$ cat src/rtl/sa_operand_feeder_if.sv
// sa_operand_feeder_if
//   Bundles the feeder's control handshake, operand buffer read ports and
//   systolic array connections.
//   master : feeder side (drives read enables/addresses, array operands,
//            busy/done/result; receives start/config, buffer data, out_c)
//   slave  : environment side (tile controller, operand buffers, array)
//   Optional macro SA_FEEDER_PERF_CNT_EN adds cycle_cnt/job_cnt.
interface sa_operand_feeder_if #(
    parameter int ADDR_W = 8
) ();
    logic              start;
    logic [ADDR_W-1:0] k_len;
    logic [ADDR_W-1:0] a_base;
    logic [ADDR_W-1:0] b_base;
    logic              busy;
    logic              done;
    logic              a_rd_en;
    logic [ADDR_W-1:0] a_addr;
    logic [31:0]       a_data;
    logic              b_rd_en;
    logic [ADDR_W-1:0] b_addr;
    logic [31:0]       b_data;
    logic              sa_rst_n;
    logic [31:0]       sa_in_a;
    logic [31:0]       sa_in_b;
    logic [127:0]      sa_out_c;
    logic [63:0]       result;
`ifdef SA_FEEDER_PERF_CNT_EN
    logic [31:0]       cycle_cnt;
    logic [15:0]       job_cnt;

    modport master (
        input  start, k_len, a_base, b_base, a_data, b_data, sa_out_c,
        output busy, done, a_rd_en, a_addr, b_rd_en, b_addr,
               sa_rst_n, sa_in_a, sa_in_b, result, cycle_cnt, job_cnt
    );
    modport slave (
        output start, k_len, a_base, b_base, a_data, b_data, sa_out_c,
        input  busy, done, a_rd_en, a_addr, b_rd_en, b_addr,
               sa_rst_n, sa_in_a, sa_in_b, result, cycle_cnt, job_cnt
    );
`else
    modport master (
        input  start, k_len, a_base, b_base, a_data, b_data, sa_out_c,
        output busy, done, a_rd_en, a_addr, b_rd_en, b_addr,
               sa_rst_n, sa_in_a, sa_in_b, result
    );
    modport slave (
        output start, k_len, a_base, b_base, a_data, b_data, sa_out_c,
        input  busy, done, a_rd_en, a_addr, b_rd_en, b_addr,
               sa_rst_n, sa_in_a, sa_in_b, result
    );
`endif
endinterface

$ cat src/rtl/sa_operand_feeder.sv
// sa_operand_feeder
//   Initiator for a 4x4 int8 systolic array. Streams k_len A/B words from
//   synchronous operand buffers, applies the diagonal skew (lane j delayed
//   j cycles), clears the array at job start, drains the pipeline and
//   captures result row 0 from sa_out_c[127:64].
//   Ports: clk, rst_n (async active-low), bus (sa_operand_feeder_if.master).
//   Optional macro SA_FEEDER_PERF_CNT_EN: saturating busy-cycle and job
//   counters (cycle_cnt, job_cnt).
//
//   state | meaning
//   ------+---------------------------------------------------------
//   IDLE  | waiting for start
//   FEED  | issuing k_len buffer reads, array clear on first cycle
//   DRAIN | skew flush plus DRAIN_CYCLES zero-feed cycles
//   DONE  | one-cycle done pulse, result captured at end of cycle
module sa_operand_feeder #(
    parameter int ADDR_W       = 8,
    parameter int DRAIN_CYCLES = 4
) (
    input  logic                   clk,
    input  logic                   rst_n,
    sa_operand_feeder_if.master    bus
);
    localparam logic [1:0] S_IDLE  = 2'd0;
    localparam logic [1:0] S_FEED  = 2'd1;
    localparam logic [1:0] S_DRAIN = 2'd2;
    localparam logic [1:0] S_DONE  = 2'd3;

    localparam int DRAIN_LEN = 5 + DRAIN_CYCLES;
    localparam int DRN_W     = $clog2(DRAIN_LEN + 1);
    localparam int CNT_W     = (ADDR_W > DRN_W) ? ADDR_W : DRN_W;

    logic [1:0]        state;
    logic [CNT_W-1:0]  cnt;
    logic              job_nz;
    logic              a_rd_en, b_rd_en;
    logic [ADDR_W-1:0] a_addr, b_addr;
    logic              sa_rst_n;
    logic [63:0]       result;

    // Skew pipeline: s0 holds the word read one cycle earlier (zero when no
    // read was issued), deeper lanes are delayed by extra byte registers.
    logic              a_vld, b_vld;
    logic [31:0]       a_s0, b_s0;
    logic [7:0]        a_l1, b_l1;
    logic [1:0][7:0]   a_l2, b_l2;
    logic [2:0][7:0]   a_l3, b_l3;

    logic              busy, done;
    logic              unused_out_c;

    assign busy = (state == S_FEED) || (state == S_DRAIN);
    assign done = (state == S_DONE);
    assign unused_out_c = ^bus.sa_out_c[63:0];

    always_ff @(posedge clk or negedge rst_n) begin
        if (!rst_n) begin
            state    <= S_IDLE;
            cnt      <= '0;
            job_nz   <= 1'b0;
            a_rd_en  <= 1'b0;
            b_rd_en  <= 1'b0;
            a_addr   <= '0;
            b_addr   <= '0;
            sa_rst_n <= 1'b0;
            result   <= '0;
        end else begin
            sa_rst_n <= 1'b1;
            case (state)
                S_IDLE: begin
                    if (bus.start) begin
                        if (bus.k_len != '0) begin
                            state    <= S_FEED;
                            cnt      <= CNT_W'(bus.k_len) - CNT_W'(1);
                            job_nz   <= 1'b1;
                            a_rd_en  <= 1'b1;
                            b_rd_en  <= 1'b1;
                            a_addr   <= bus.a_base;
                            b_addr   <= bus.b_base;
                            sa_rst_n <= 1'b0;
                        end else begin
                            state  <= S_DONE;
                            job_nz <= 1'b0;
                        end
                    end
                end
                S_FEED: begin
                    if (cnt == '0) begin
                        state   <= S_DRAIN;
                        cnt     <= CNT_W'(DRAIN_LEN - 1);
                        a_rd_en <= 1'b0;
                        b_rd_en <= 1'b0;
                    end else begin
                        cnt    <= cnt - CNT_W'(1);
                        a_addr <= a_addr + ADDR_W'(1);
                        b_addr <= b_addr + ADDR_W'(1);
                    end
                end
                S_DRAIN: begin
                    if (cnt == '0) begin
                        state <= S_DONE;
                    end else begin
                        cnt <= cnt - CNT_W'(1);
                    end
                end
                default: begin
                    state <= S_IDLE;
                    // zero-length jobs never touched the array, keep old result
                    if (job_nz) begin
                        result <= bus.sa_out_c[127:64];
                    end
                end
            endcase
        end
    end

    always_ff @(posedge clk or negedge rst_n) begin
        if (!rst_n) begin
            a_vld <= 1'b0;
            b_vld <= 1'b0;
            a_s0  <= '0;
            b_s0  <= '0;
            a_l1  <= '0;
            b_l1  <= '0;
            a_l2  <= '0;
            b_l2  <= '0;
            a_l3  <= '0;
            b_l3  <= '0;
        end else begin
            a_vld <= a_rd_en;
            b_vld <= b_rd_en;
            a_s0  <= a_vld ? bus.a_data : 32'h0;
            b_s0  <= b_vld ? bus.b_data : 32'h0;
            a_l1  <= a_s0[23:16];
            b_l1  <= b_s0[23:16];
            a_l2  <= {a_l2[0], a_s0[15:8]};
            b_l2  <= {b_l2[0], b_s0[15:8]};
            a_l3  <= {a_l3[1:0], a_s0[7:0]};
            b_l3  <= {b_l3[1:0], b_s0[7:0]};
        end
    end

    assign bus.busy     = busy;
    assign bus.done     = done;
    assign bus.a_rd_en  = a_rd_en;
    assign bus.b_rd_en  = b_rd_en;
    assign bus.a_addr   = a_addr;
    assign bus.b_addr   = b_addr;
    assign bus.sa_rst_n = sa_rst_n;
    assign bus.sa_in_a  = {a_s0[31:24], a_l1, a_l2[1], a_l3[2]};
    assign bus.sa_in_b  = {b_s0[31:24], b_l1, b_l2[1], b_l3[2]};
    assign bus.result   = result;

`ifdef SA_FEEDER_PERF_CNT_EN
    logic [31:0] cycle_cnt;
    logic [15:0] job_cnt;

    always_ff @(posedge clk or negedge rst_n) begin
        if (!rst_n) begin
            cycle_cnt <= '0;
            job_cnt   <= '0;
        end else begin
            if (busy && (cycle_cnt != '1)) begin
                cycle_cnt <= cycle_cnt + 32'd1;
            end
            if (done && (job_cnt != '1)) begin
                job_cnt <= job_cnt + 16'd1;
            end
        end
    end

    assign bus.cycle_cnt = cycle_cnt;
    assign bus.job_cnt   = job_cnt;
`endif

endmodule

$ cat src/flat_wrapper.sv
// flat-port wrapper written by rule: the top's interface ports become plain ports
module sa_operand_feeder_flat 
#(
    parameter int ADDR_W       = 8,
    parameter int DRAIN_CYCLES = 4
)
  (clk, rst_n, bus_start, bus_k_len, bus_a_base, bus_b_base, bus_a_data, bus_b_data, bus_sa_out_c, bus_busy, bus_done, bus_a_rd_en, bus_a_addr, bus_b_rd_en, bus_b_addr, bus_sa_rst_n, bus_sa_in_a, bus_sa_in_b, bus_result);
  sa_operand_feeder_if #(.ADDR_W(ADDR_W)) bus_i ();
  input  logic clk;
  input  logic rst_n;
  input wire logic [$bits(bus_i.start)-1:0] bus_start;
  input wire logic [$bits(bus_i.k_len)-1:0] bus_k_len;
  input wire logic [$bits(bus_i.a_base)-1:0] bus_a_base;
  input wire logic [$bits(bus_i.b_base)-1:0] bus_b_base;
  input wire logic [$bits(bus_i.a_data)-1:0] bus_a_data;
  input wire logic [$bits(bus_i.b_data)-1:0] bus_b_data;
  input wire logic [$bits(bus_i.sa_out_c)-1:0] bus_sa_out_c;
  output wire logic [$bits(bus_i.busy)-1:0] bus_busy;
  output wire logic [$bits(bus_i.done)-1:0] bus_done;
  output wire logic [$bits(bus_i.a_rd_en)-1:0] bus_a_rd_en;
  output wire logic [$bits(bus_i.a_addr)-1:0] bus_a_addr;
  output wire logic [$bits(bus_i.b_rd_en)-1:0] bus_b_rd_en;
  output wire logic [$bits(bus_i.b_addr)-1:0] bus_b_addr;
  output wire logic [$bits(bus_i.sa_rst_n)-1:0] bus_sa_rst_n;
  output wire logic [$bits(bus_i.sa_in_a)-1:0] bus_sa_in_a;
  output wire logic [$bits(bus_i.sa_in_b)-1:0] bus_sa_in_b;
  output wire logic [$bits(bus_i.result)-1:0] bus_result;
  assign bus_i.start = bus_start;
  assign bus_i.k_len = bus_k_len;
  assign bus_i.a_base = bus_a_base;
  assign bus_i.b_base = bus_b_base;
  assign bus_i.a_data = bus_a_data;
  assign bus_i.b_data = bus_b_data;
  assign bus_i.sa_out_c = bus_sa_out_c;
  assign bus_busy = bus_i.busy;
  assign bus_done = bus_i.done;
  assign bus_a_rd_en = bus_i.a_rd_en;
  assign bus_a_addr = bus_i.a_addr;
  assign bus_b_rd_en = bus_i.b_rd_en;
  assign bus_b_addr = bus_i.b_addr;
  assign bus_sa_rst_n = bus_i.sa_rst_n;
  assign bus_sa_in_a = bus_i.sa_in_a;
  assign bus_sa_in_b = bus_i.sa_in_b;
  assign bus_result = bus_i.result;
  sa_operand_feeder #(.ADDR_W(ADDR_W), .DRAIN_CYCLES(DRAIN_CYCLES)) u_core (.clk(clk), .rst_n(rst_n), .bus(bus_i));
endmodule
$ cat config.mk
export PLATFORM = sky130hd
export DESIGN_NAME = sa_operand_feeder_flat
export DESIGN_NICKNAME = d
export VERILOG_FILES = /design/src/rtl/sa_operand_feeder_if.sv /design/src/rtl/sa_operand_feeder.sv /design/src/flat_wrapper.sv
export SDC_FILE = /design/constraint.sdc
export NUM_CORES = 1
export LEC_CHECK = 0
export CAP_MARGIN = 20
export CELL_PAD_IN_SITES_DETAIL_PLACEMENT = 0
export CELL_PAD_IN_SITES_GLOBAL_PLACEMENT = 2
export CORE_ASPECT_RATIO = 1.1
export CORE_MARGIN = 4
export CORE_UTILIZATION = 35
export CTS_BUF_LIST = sky130_fd_sc_hd__clkbuf_4 sky130_fd_sc_hd__clkbuf_8
export DETAILED_ROUTE_END_ITERATION = 8
export DONT_BUFFER_PORTS = 1
export HOLD_SLACK_MARGIN = 0.03
export PLACE_DENSITY = 0.66
export SLEW_MARGIN = 20
export SYNTH_ARGS = -nofsm -noshare
export SYNTH_HDL_FRONTEND = slang
export SYNTH_SLANG_ARGS = --single-unit
$ cat constraint.sdc
create_clock -name clk -period 2.5 [get_ports clk]
set_input_delay 0.625 -clock clk [delete_from_list [all_inputs] [get_ports clk]]
set_output_delay 0.625 -clock clk [all_outputs]
set_load 0.03 [all_outputs]
==> results by group, run 1 <==
Run
  – # Max-Cap Violations: 0

Synth
  – Area leader, netlist: dfrtp_1
  – Synth Flop Type: dfrtp_1
  – Synth Cell Area: 0.00923 mm2
  – Post-Synthesis Cells: 637
  – Synth top area share: 68.9%
  – Synth Register Bits: 254
  – EDFF count, synth: 0
  – Largest cells by area after synthesis: dfrtp_1 (69%), mux2_2 (7.9%), and2_1 (4.4%)
  – Yosys cell types: 61
  – Syn Area/Cell: 14.5 um2
  – Synth Net Count: 865
  – Async set-reset flop share out of synthesis: 100%
  – Synth Warn #: 0
  – Post-synthesis sequential area ratio: 68.9%

Drt
  – DRT iter0 DRCs: 276
  – Post-DR vias/cell: 4.70
  – Wire per inst: 19.5 um
  – Post-DRT Antenna Nets: 0
  – Final WL: 19.7 mm
  – TritonRoute pass-1 iters: 4
  – DRC viols: 0
  – Vias: 4744

STA
  – Fmax: 449 MHz
  – Final setup fails: 0
  – Relative slew slack: 41.3%
  – Worst-Margin Slew: 0.880 ns
  – Final hold slack: -0.228 ns
  – Fin. Hold Viols: 254
  – Fin crit period: 2.23 ns
  – RSZ-0062 raised after global routing: false
  – Worst Skew: 0.0243 ns
  – Final Cycle Share: 89.2%
  – Final Max Tran Viols: 0
  – TNS Setup: 0 ns

Clock tree
  – Root Driver: clkbuf_8
  – Setup Fix Bufs, Post-CTS: 0
  – CTS Sinks: 254
  – Clock slew at reported path FFs: 0.06 ns
  – CTS tree: built
  – Post-cts gate resize count: 0
  – Clock latency on the worst-skew pair: 0.55 ns
  – TritonCTS Buffers: 43
  – Clk buf depth: 3
  – H-Tree Depth: 2

Pwr
  – Sw frac: 22.4%
  – Reg power frac: 53.0%
  – Power Density: 799 mW/mm2
  – Int Power: 6.31 mW
  – Total power: 8.14 mW
  – Leak Pwr: 4.89 nW
  – Worst vdd ir: 0.000335 V
  – Combinational share of power: 0.8%
  – Clock share of power: 46.1%
  – Switching pwr: 1.82 mW

Status
  – Failing checks: negative hold slack
  – Status: complete, but fails checks

Worst setup path
  – CP endpoint kind: register
  – Worst r2r dst: u_core.bus.b_addr[7]$_DFFE_PN0P_
  – Reg2reg start: u_core.state[1]$_DFFE_PN0P_
  – CP Data Arrival Time: 2.70 ns
  – Worst path required time: 2.97 ns
  – Crit-path max FO: 20
  – Cells on worst reg2reg path: 7
  – R2R setup slack: 0.27 ns
  – Crit path kind: register to register
  – Crit start category: register

GRT
  – Total gr overflow: 0
  – Pin count of the biggest net entering global routing: 255
  – Initial antenna violation count: 7
  – Vias in the first global route: 5109
  – Total GRT Usage: 12.9%
  – First-pass GRT wire length: 29.3 mm

Die
  – CORE AREA: 0.0261 mm2
  – Die Wd: 163 um
  – Die area: 0.0290 mm2
  – Starting Density: 35.4%
  – FP Rows: 62
  – Die H: 178 um
  – Boundary Pins: 368

Final layout
  – Area Overhead vs Synth: 10.4%
  – Final non-filler cell total: 1009
  – Final Instance Area: 0.0102 mm2
  – Most common cell after layout, fill and taps aside: dfrtp_1
  – Final nets: 849
  – Most frequent cells in the layout: dfrtp_1 (253), and2_1 (65), mux2_2 (65)
  – Share of cells above drive strength 1: 26.4%
  – Fillers: 2465

Placement
  – GPL Wtd Cong: 0.753
  – HPWL Detailed: 13.7 mm
  – Placed cell count: 928
  – Placed cell area: 0.00928 mm2
  – PortBufs: 0

Worst hold path
  – Hold Crit Class: input pin to asynchronous set/reset pin
area by class of cell:
type,count,area (um2),area share (%)
Timing Repair Buffer,8,72.6,0.712
Clock buffer,65,813,7.98
Inverter,14,52.6,0.516
Tap cell,352,440,4.32
Clock inverter,14,92.6,0.909
Antenna cell,2,5.00,0.0491
Multi-Input combinational cell,300,2350,23.1
Sequential cell,254,6360,62.4
how the worst max path moves through the flow:
| stage | start | to | slack [ns] | cells after the start |
|---|---|---|---|---|
| 2_1_floorplan | bus_k_len[0] | u_core.cnt[1]$_DFFE_PN0P_ | 0.42 | 8 |
| 3_3_place_gp | bus_k_len[0] | u_core.bus.b_addr[7]$_DFFE_PN0P_ | 0.28 | 7 |
| 3_5_place_dp | u_core.state[0]$_DFFE_PN0P_ | u_core.bus.b_addr[7]$_DFFE_PN0P_ | 0.23 | 7 |
| 4_1_cts | u_core.state[1]$_DFFE_PN0P_ | u_core.bus.b_addr[7]$_DFFE_PN0P_ | 0.21 | 7 |
| 5_1_grt | u_core.state[0]$_DFFE_PN0P_ | u_core.bus.b_addr[7]$_DFFE_PN0P_ | 0.04 | 7 |
| 6_report | u_core.state[1]$_DFFE_PN0P_ | u_core.bus.b_addr[7]$_DFFE_PN0P_ | 0.27 | 7 |
power by group through the flow:
stage | Sequential, mW | Combinational, mW | Clock (mW)
after global routing | 4.32 | 0.0759 | 4.10
after detailed placement | 4.39 | 0.0688 | 0
after CTS | 4.32 | 0.0691 | 3.91
final | 4.31 | 0.0676 | 3.75
after floorplan | 4.37 | 0.0586 | 0
after global placement | 4.39 | 0.0643 | 0
routing by layer:
layer | part of all wire [%] | routed length [um] | up-vias | global-route usage, %
li1 | - | - | 2091 | -
met1 | 35 | 6950 | 2333 | 13.9
met2 | 49 | 9660 | 267 | 21.7
met3 | 13 | 2550 | 43 | 6.82
met4 | 2.3 | 450 | 10 | 4.54
met5 | 0.22 | 43 | - | 0
through the flow:
stage          setup WS (ns)  util (%)
6_report               0.271      39.1
5_1_grt               0.0443      39.1
4_1_cts                0.211      39.1
3_5_place_dp           0.234      35.6
3_3_place_gp           0.280      35.6
2_1_floorplan          0.422         -
cell families (layout without fill, tap and decap cells):
family	count (synthesis)	count (layout)	share of synthesized area [%]
multiplexers	72	72	8.70
buffers and inverters	83	101	5.67
adder cells (fa/ha/maj)	9	9	1.22
other	0	2	0
AO/OA/AOI/OAI	55	55	4.47
flip-flops	254	254	68.9
XOR/XNOR	6	6	0.569
AND/OR/NAND/NOR	158	158	10.5
cells in the mapped netlist, types with 3 or more instances:
cell / number
a22o_1: 5
mux2_2: 65
nand4_1: 3
clkbuf_1: 14
o21ai_0: 13
nand2_1: 24
nor2_1: 19
mux2i_1: 6
nand3_1: 12
and3_1: 5
dfrtp_1: 254
xnor2_1: 4
buf_4: 49
ha_1: 9
and2_1: 65
inv_1: 14
nor4_1: 3
or4b_1: 5
or4_1: 3
a32oi_1: 5
a21oi_1: 6
sequential cells by signal, indices dropped and copies added (netlist names), 8 cells and up:
register / count
u_core.a_s0: 32
u_core.b_l2: 8
u_core.a_l1: 8
u_core.b_l3: 16
u_core.bus.b_addr: 8
u_core.bus.sa_in_b: 16
u_core.a_l3: 16
u_core.bus.result: 64
u_core.b_s0: 32
u_core.b_l1: 8
u_core.cnt: 8
u_core.bus.sa_in_a: 16
u_core.a_l2: 8
u_core.bus.a_addr: 8
critical path: stages (launching register included):
cell and delay [ns]:
dfrtp_1 0.40, inv_1 0.11, ha_1 0.33, nor2_1 0.09, a21oi_2 0.26, nand2_2 0.29, or4b_1 0.59, nand3_1 0.10
(Power assumes the default switching activity.)
==> run 2: changes to the inputs <==
--- a/config.mk
+++ b/config.mk
@@ -12,6 +12,7 @@
 export CORE_MARGIN = 4
 export CORE_UTILIZATION = 35
 export CTS_BUF_LIST = sky130_fd_sc_hd__clkbuf_4 sky130_fd_sc_hd__clkbuf_8
+export CTS_CLUSTER_DIAMETER = 50
 export DETAILED_ROUTE_END_ITERATION = 8
 export DONT_BUFFER_PORTS = 1
 export HOLD_SLACK_MARGIN = 0.03
==> results by group, run 2 (synthesis results as in run 1) <==
Placement
  – PortBufs: 0
  – HPWL Detailed: 13.7 mm
  – GPL Wtd Cong: 0.753

Worst hold path
  – Hold Crit Class: input pin to asynchronous set/reset pin

Die
  – Die area: 0.0290 mm2
  – FP Rows: 62
  – Die H: 178 um
  – CORE AREA: 0.0261 mm2
  – Boundary Pins: 368
  – Die Wd: 163 um
  – Starting Density: 35.4%

Drt
  – Post-DRT Antenna Nets: 0
  – Post-DR vias/cell: 4.71
  – TritonRoute pass-1 iters: 4
  – DRT iter0 DRCs: 280
  – Vias: 4766
  – DRC viols: 0
  – Final WL: 19.6 mm
  – Wire per inst: 19.4 um

Clock tree
  – CTS tree: built
  – CTS Sinks: 254
  – Post-cts gate resize count: 0
  – H-Tree Depth: 2
  – Clock slew at reported path FFs: 0.06 ns
  – Clock latency on the worst-skew pair: 0.55 ns
  – TritonCTS Buffers: 44
  – Clk buf depth: 3
  – Setup Fix Bufs, Post-CTS: 0
  – Root Driver: clkbuf_8

Final layout
  – Area Overhead vs Synth: 10.9%
  – Most common cell after layout, fill and taps aside: dfrtp_1
  – Max reg flops: 64
  – Top reg by flops: u_core.bus.result
  – Fillers: 2458
  – Final nets: 850
  – Biggest regs: u_core.bus.result (64), u_core.a_s0 (32), u_core.b_s0 (32)
  – Most frequent cells in the layout: dfrtp_1 (253), and2_1 (65), mux2_2 (65)
  – Share of cells above drive strength 1: 26.6%

STA
  – Final hold slack: -0.229 ns
  – Relative slew slack: 41.6%
  – Final setup fails: 0
  – Final Max Tran Viols: 0
  – RSZ-0062 raised after global routing: false
  – Fin. Hold Viols: 254
  – Worst Skew: 0.0252 ns
  – Final Cycle Share: 89.8%
  – TNS Setup: 0 ns
  – Worst-Margin Slew: 0.877 ns
  – Fmax: 445 MHz
  – Fin crit period: 2.25 ns

Worst setup path
  – Worst path required time: 2.97 ns
  – Cells on worst reg2reg path: 7
  – Crit-path max FO: 20
  – Slowest cell on the critical path: or4b_1
  – Worst r2r dst: u_core.bus.b_addr[7]$_DFFE_PN0P_
  – CP Data Arrival Time: 2.71 ns
  – CP max stage delay: 0.59 ns
  – R2R setup slack: 0.25 ns
  – Reg2reg start: u_core.state[1]$_DFFE_PN0P_
  – Crit path kind: register to register
  – CP endpoint kind: register
  – Crit start category: register
  – Worst-path cell chain: inv_1 > ha_1 > nor2_1 > a21oi_2 > nand2_2 > or4b_1 > nand3_1

GRT
  – Total gr overflow: 0
  – Vias in the first global route: 5104
  – Total GRT Usage: 12.9%
  – Pin count of the biggest net entering global routing: 255
  – First-pass GRT wire length: 29.3 mm
  – Initial antenna violation count: 7

Pwr
  – Int Power: 6.49 mW
  – Leak Pwr: 4.92 nW
  – Clock share of power: 47.3%
  – Worst vdd ir: 0.000335 V
  – Power Density: 813 mW/mm2
  – Total power: 8.32 mW
  – Reg power frac: 51.8%
  – Switching pwr: 1.84 mW
  – Combinational share of power: 0.8%
  – Sw frac: 22.1%

Run
  – # Max-Cap Violations: 0

Status
  – Failing checks: negative hold slack
  – Status: complete, but fails checks
==> run 2: changes by cell type in the layout (fill, tap and decap cells not counted) <==
| cell | delta |
|---|---|
| clkbuf_4 | -2 |
| clkinv_8 | -1 |
| bufinv_16 | +1 |
| clkbuf_8 | +3 |
| inv_8 | +1 |
==> run 2: area by class of cell <==
type                    instances  area (um2)  area share, %
diodes                          2        5.00         0.0489
inverters                      14        52.6          0.513
clock buffers                  66         840           8.20
repair buffers                  8        72.6          0.709
clock inverters                15         118           1.15
well taps                     352         440           4.30
multi-input cells             300        2350           23.0
flip-flops and latches        254        6360           62.1
==> run 2: power by group through the flow <==
stage | combinational [mW] | sequential [mW] | clock [mW]
2_1_floorplan | 0.0586 | 4.37 | 0
4_1_cts | 0.0691 | 4.32 | 4.10
3_3_place_gp | 0.0643 | 4.39 | 0
6_report | 0.0676 | 4.32 | 3.94
3_5_place_dp | 0.0688 | 4.39 | 0
5_1_grt | 0.0759 | 4.32 | 4.29
==> run 2: worst max-delay path: cells and delay by family, from the launching register on <==
family / cells / cell delay (ns)
simple gates: 4 / 1.07
flops: 1 / 0.40
fa+ha+maj: 1 / 0.33
compound gates: 1 / 0.26
buf+inv: 1 / 0.11
==> run 2: how the worst max path moves through the flow <==
stage                                           start                               end  slack, ns  cells past startpoint
after floorplan                          bus_k_len[0]         u_core.cnt[1]$_DFFE_PN0P_       0.42                      8
after global placement                   bus_k_len[0]  u_core.bus.b_addr[7]$_DFFE_PN0P_       0.28                      7
after detailed placement  u_core.state[0]$_DFFE_PN0P_  u_core.bus.b_addr[7]$_DFFE_PN0P_       0.23                      7
after CTS                 u_core.state[1]$_DFFE_PN0P_  u_core.bus.b_addr[7]$_DFFE_PN0P_       0.21                      7
after global routing      u_core.state[0]$_DFFE_PN0P_  u_core.bus.b_addr[7]$_DFFE_PN0P_       0.04                      7
final                     u_core.state[1]$_DFFE_PN0P_  u_core.bus.b_addr[7]$_DFFE_PN0P_       0.25                      7
==> run 2: layer usage <==
metal,up-vias,routed length [um],global-route usage (%)
li1,2094,-,-
met1,2350,6990,13.9
met2,266,9590,21.6
met3,46,2490,6.79
met4,10,529,4.65
met5,-,43,0
==> run 2: through the flow <==
step / instance area, um2 / hold WS (ns) / std cells / utilization [%] / worst slack [ns]
6_report: 10200 / -0.229 / 1011 / 39.3 / 0.255
5_1_grt: 10200 / -0.274 / 1010 / 39.3 / 0.0431
4_1_cts: 10200 / -0.269 / 1009 / 39.3 / 0.214
3_5_place_dp: 9280 / 0.334 / 928 / 35.6 / 0.234
3_3_place_gp: 9280 / 0.332 / 928 / 35.6 / 0.280
2_1_floorplan: 9230 / 0.329 / 637 / - / 0.422
==> run 3: changes to the inputs <==
--- a/config.mk
+++ b/config.mk
@@ -5,6 +5,7 @@
 export SDC_FILE = /design/constraint.sdc
 export NUM_CORES = 1
 export LEC_CHECK = 0
+export ABC_AREA = 1
 export CAP_MARGIN = 20
 export CELL_PAD_IN_SITES_DETAIL_PLACEMENT = 0
 export CELL_PAD_IN_SITES_GLOBAL_PLACEMENT = 2
@@ -16,7 +17,7 @@
 export DETAILED_ROUTE_END_ITERATION = 8
 export DONT_BUFFER_PORTS = 1
 export HOLD_SLACK_MARGIN = 0.03
-export PLACE_DENSITY = 0.66
+export PLACE_DENSITY = 0.69
 export SLEW_MARGIN = 20
 export SYNTH_ARGS = -nofsm -noshare
 export SYNTH_HDL_FRONTEND = slang
==> results by group, run 3 <==
GRT
  – Initial antenna violation count: 1
  – Vias in the first global route: 5511
  – First-pass GRT wire length: 29.8 mm
  – Pin count of the biggest net entering global routing: 255
  – Total gr overflow: 0
  – Total GRT Usage: 12.5%

Run
  – # Max-Cap Violations: 0

Pwr
  – Clock share of power: 26.3%
  – Total power: 15.1 mW
  – Leak Pwr: 5.22 nW
  – Sw frac: 39.6%
  – Combinational share of power: 19.4%
  – Switching pwr: 5.96 mW
  – Reg power frac: 54.3%
  – Worst vdd ir: 0.000507 V
  – Power Density: 1440 mW/mm2
  – Int Power: 9.09 mW

Clock tree
  – CTS tree: built
  – TritonCTS Buffers: 42
  – Root Driver: clkbuf_8
  – CTS Sinks: 254
  – Setup Fix Bufs, Post-CTS: 0
  – H-Tree Depth: 2
  – Clk buf depth: 3
  – Post-cts gate resize count: 0
  – Clock latency on the worst-skew pair: 0.52 ns
  – Clock slew at reported path FFs: 0.06 ns

Worst setup path
  – Crit start category: register
  – CP Data Arrival Time: 1.60 ns
  – Worst path required time: 1.88 ns
  – Crit path kind: register to output port
  – CP endpoint kind: output port
  – Crit-path max FO: 6

Drt
  – Post-DRT Antenna Nets: 0
  – TritonRoute pass-1 iters: 4
  – DRT iter0 DRCs: 259
  – Vias: 5158
  – Post-DR vias/cell: 4.39
  – DRC viols: 0
  – Final WL: 19.1 mm
  – Wire per inst: 16.3 um

STA
  – RSZ-0062 raised after global routing: false
  – Worst Skew: 0.0162 ns
  – TNS Setup: 0 ns
  – Final hold slack: -0.205 ns
  – Final setup fails: 0
  – Final Max Tran Viols: 0
  – Final Cycle Share: 89.0%
  – Fin. Hold Viols: 254
  – Fmax: 449 MHz
  – Relative slew slack: 54.0%
  – Fin crit period: 2.23 ns
  – Worst-Margin Slew: 0.690 ns

Die
  – Boundary Pins: 368
  – Die H: 180 um
  – FP Rows: 62
  – CORE AREA: 0.0264 mm2
  – Die area: 0.0297 mm2
  – Starting Density: 35.8%
  – Die Wd: 165 um

Synth
  – Synth Register Bits: 254
  – Synth top area share: 67.3%
  – Yosys cell types: 30
  – Post-synthesis sequential area ratio: 67.3%
  – Synth Flop Type: dfrtp_1
  – Largest cells by area after synthesis: dfrtp_1 (67%), nand2_1 (7.8%), mux2_2 (7.6%)
  – Synth Cell Area: 0.00945 mm2
  – EDFF count, synth: 0
  – Synth top cells by count: dfrtp_1 (254), nand2_1 (197), inv_1 (97)
  – Area leader, netlist: dfrtp_1
  – Synth Net Count: 1040
  – Synth Warn #: 0
  – Post-Synthesis Cells: 812
  – Syn Area/Cell: 11.6 um2
  – Async set-reset flop share out of synthesis: 100%
  – Most numerous cell in the Yosys netlist: dfrtp_1

Status
  – Status: complete, but fails checks
  – Failing checks: negative hold slack

Worst hold path
  – Hold Crit Class: input pin to asynchronous set/reset pin

Placement
  – PortBufs: 0
  – HPWL Detailed: 13.6 mm
  – GPL Wtd Cong: 0.793

Final layout
  – Ant diodes: 0
  – Top reg by flops: u_core.bus.result
  – Most common cell after layout, fill and taps aside: dfrtp_1
  – Most frequent cells in the layout: dfrtp_1 (253), nand2_1 (196), inv_1 (97)
  – Biggest regs: u_core.bus.result (64), u_core.a_s0 (32), u_core.b_s0 (32)
  – Share of cells above drive strength 1: 21.1%
  – Area Overhead vs Synth: 10.5%
  – Final nets: 1021
  – Max reg flops: 64
==> run 3: cell types whose count changed after synthesis, moves of 6 or more <==
cell | before | now
nand3_1 | 12 | 24
mux2i_1 | 6 | 0
and2_1 | 65 | 0
clkbuf_1 | 14 | 7
nand2_1 | 24 | 197
buf_2 | 2 | 11
inv_1 | 14 | 97
o21ai_2 | 0 | 6
nor2_1 | 19 | 28
==> run 3: path summary, 6_finish.rpt <==
kind	start	endpoint	slack, ns	depth (start not counted)
setup / recovery	u_core.state[0]$_DFFE_PN0P_	bus_busy	0.27	2
hold reg to reg	u_core.a_l3[8]$_DFF_PN0_	u_core.bus.sa_in_a[0]$_DFF_PN0_	0.34	0
setup reg to reg	u_core.state[1]$_DFFE_PN0P_	u_core.bus.a_addr[3]$_DFFE_PN0P_	0.63	8
hold / removal	rst_n	u_core.bus.result[1]$_DFFE_PN0P_	-0.20	0
max in group asynchronous	rst_n	u_core.bus.sa_rst_n$_DFF_PN0_	2.12	0
min in group clk	bus_a_data[1]	u_core.a_s0[1]$_DFF_PN0_	0.20	2
==> run 3: power groups by stage <==
stage | clock network (mW) | logic, mW | registers (mW)
floorplan | 0 | 3.04 | 7.52
global placement | 0 | 2.87 | 8.27
detailed placement | 0 | 2.99 | 8.30
CTS | 4.13 | 3.00 | 8.23
global route | 4.33 | 3.36 | 8.37
finish | 3.96 | 2.92 | 8.17
==> run 3: stage by stage <==
step	setup slack [ns]	util, %	hold slack, ns	cells	cell area, um2
final	0.274	39.6	-0.205	1175	10400
after global routing	0.177	39.6	-0.253	1175	10400
after CTS	0.217	39.6	-0.257	1175	10400
after detailed placement	0.501	36.0	0.334	1101	9490
after global placement	0.558	36.0	0.331	1101	9490
after floorplan	0.773	-	0.329	812	9450
==> run 3: critical path: stages (launching register included) <==
cell,delay [ns]
dfrtp_1,0.37
inv_1,0.08
ha_1,0.63
==> run 3: layout make-up <==
cell class | instances | area (um2)
inverter | 102 | 383
timing repair buffer | 7 | 77.6
fill | 2526 | 15900
clock buffer | 63 | 811
sequential | 254 | 6360
clock inverter | 11 | 141
multi-input combinational | 386 | 2230
tap | 352 | 440
==> run 3: per-layer routing <==
layer	GRT usage [%]	wire length (um)	share of wire [%]
met5	0	0	0
met4	4.49	454	2.4
met2	21.7	9550	50
met3	4.46	2060	11
met1	14.1	7070	37
==> run 3: kinds of logic after synthesis <==
kind of cell | synth area share (%)
buf+inv | 9.12
simple gates | 12.1
flops | 67.3
xor+xnor | 0.463
mux | 7.63
compound gates | 2.21
fa+ha+maj | 1.19
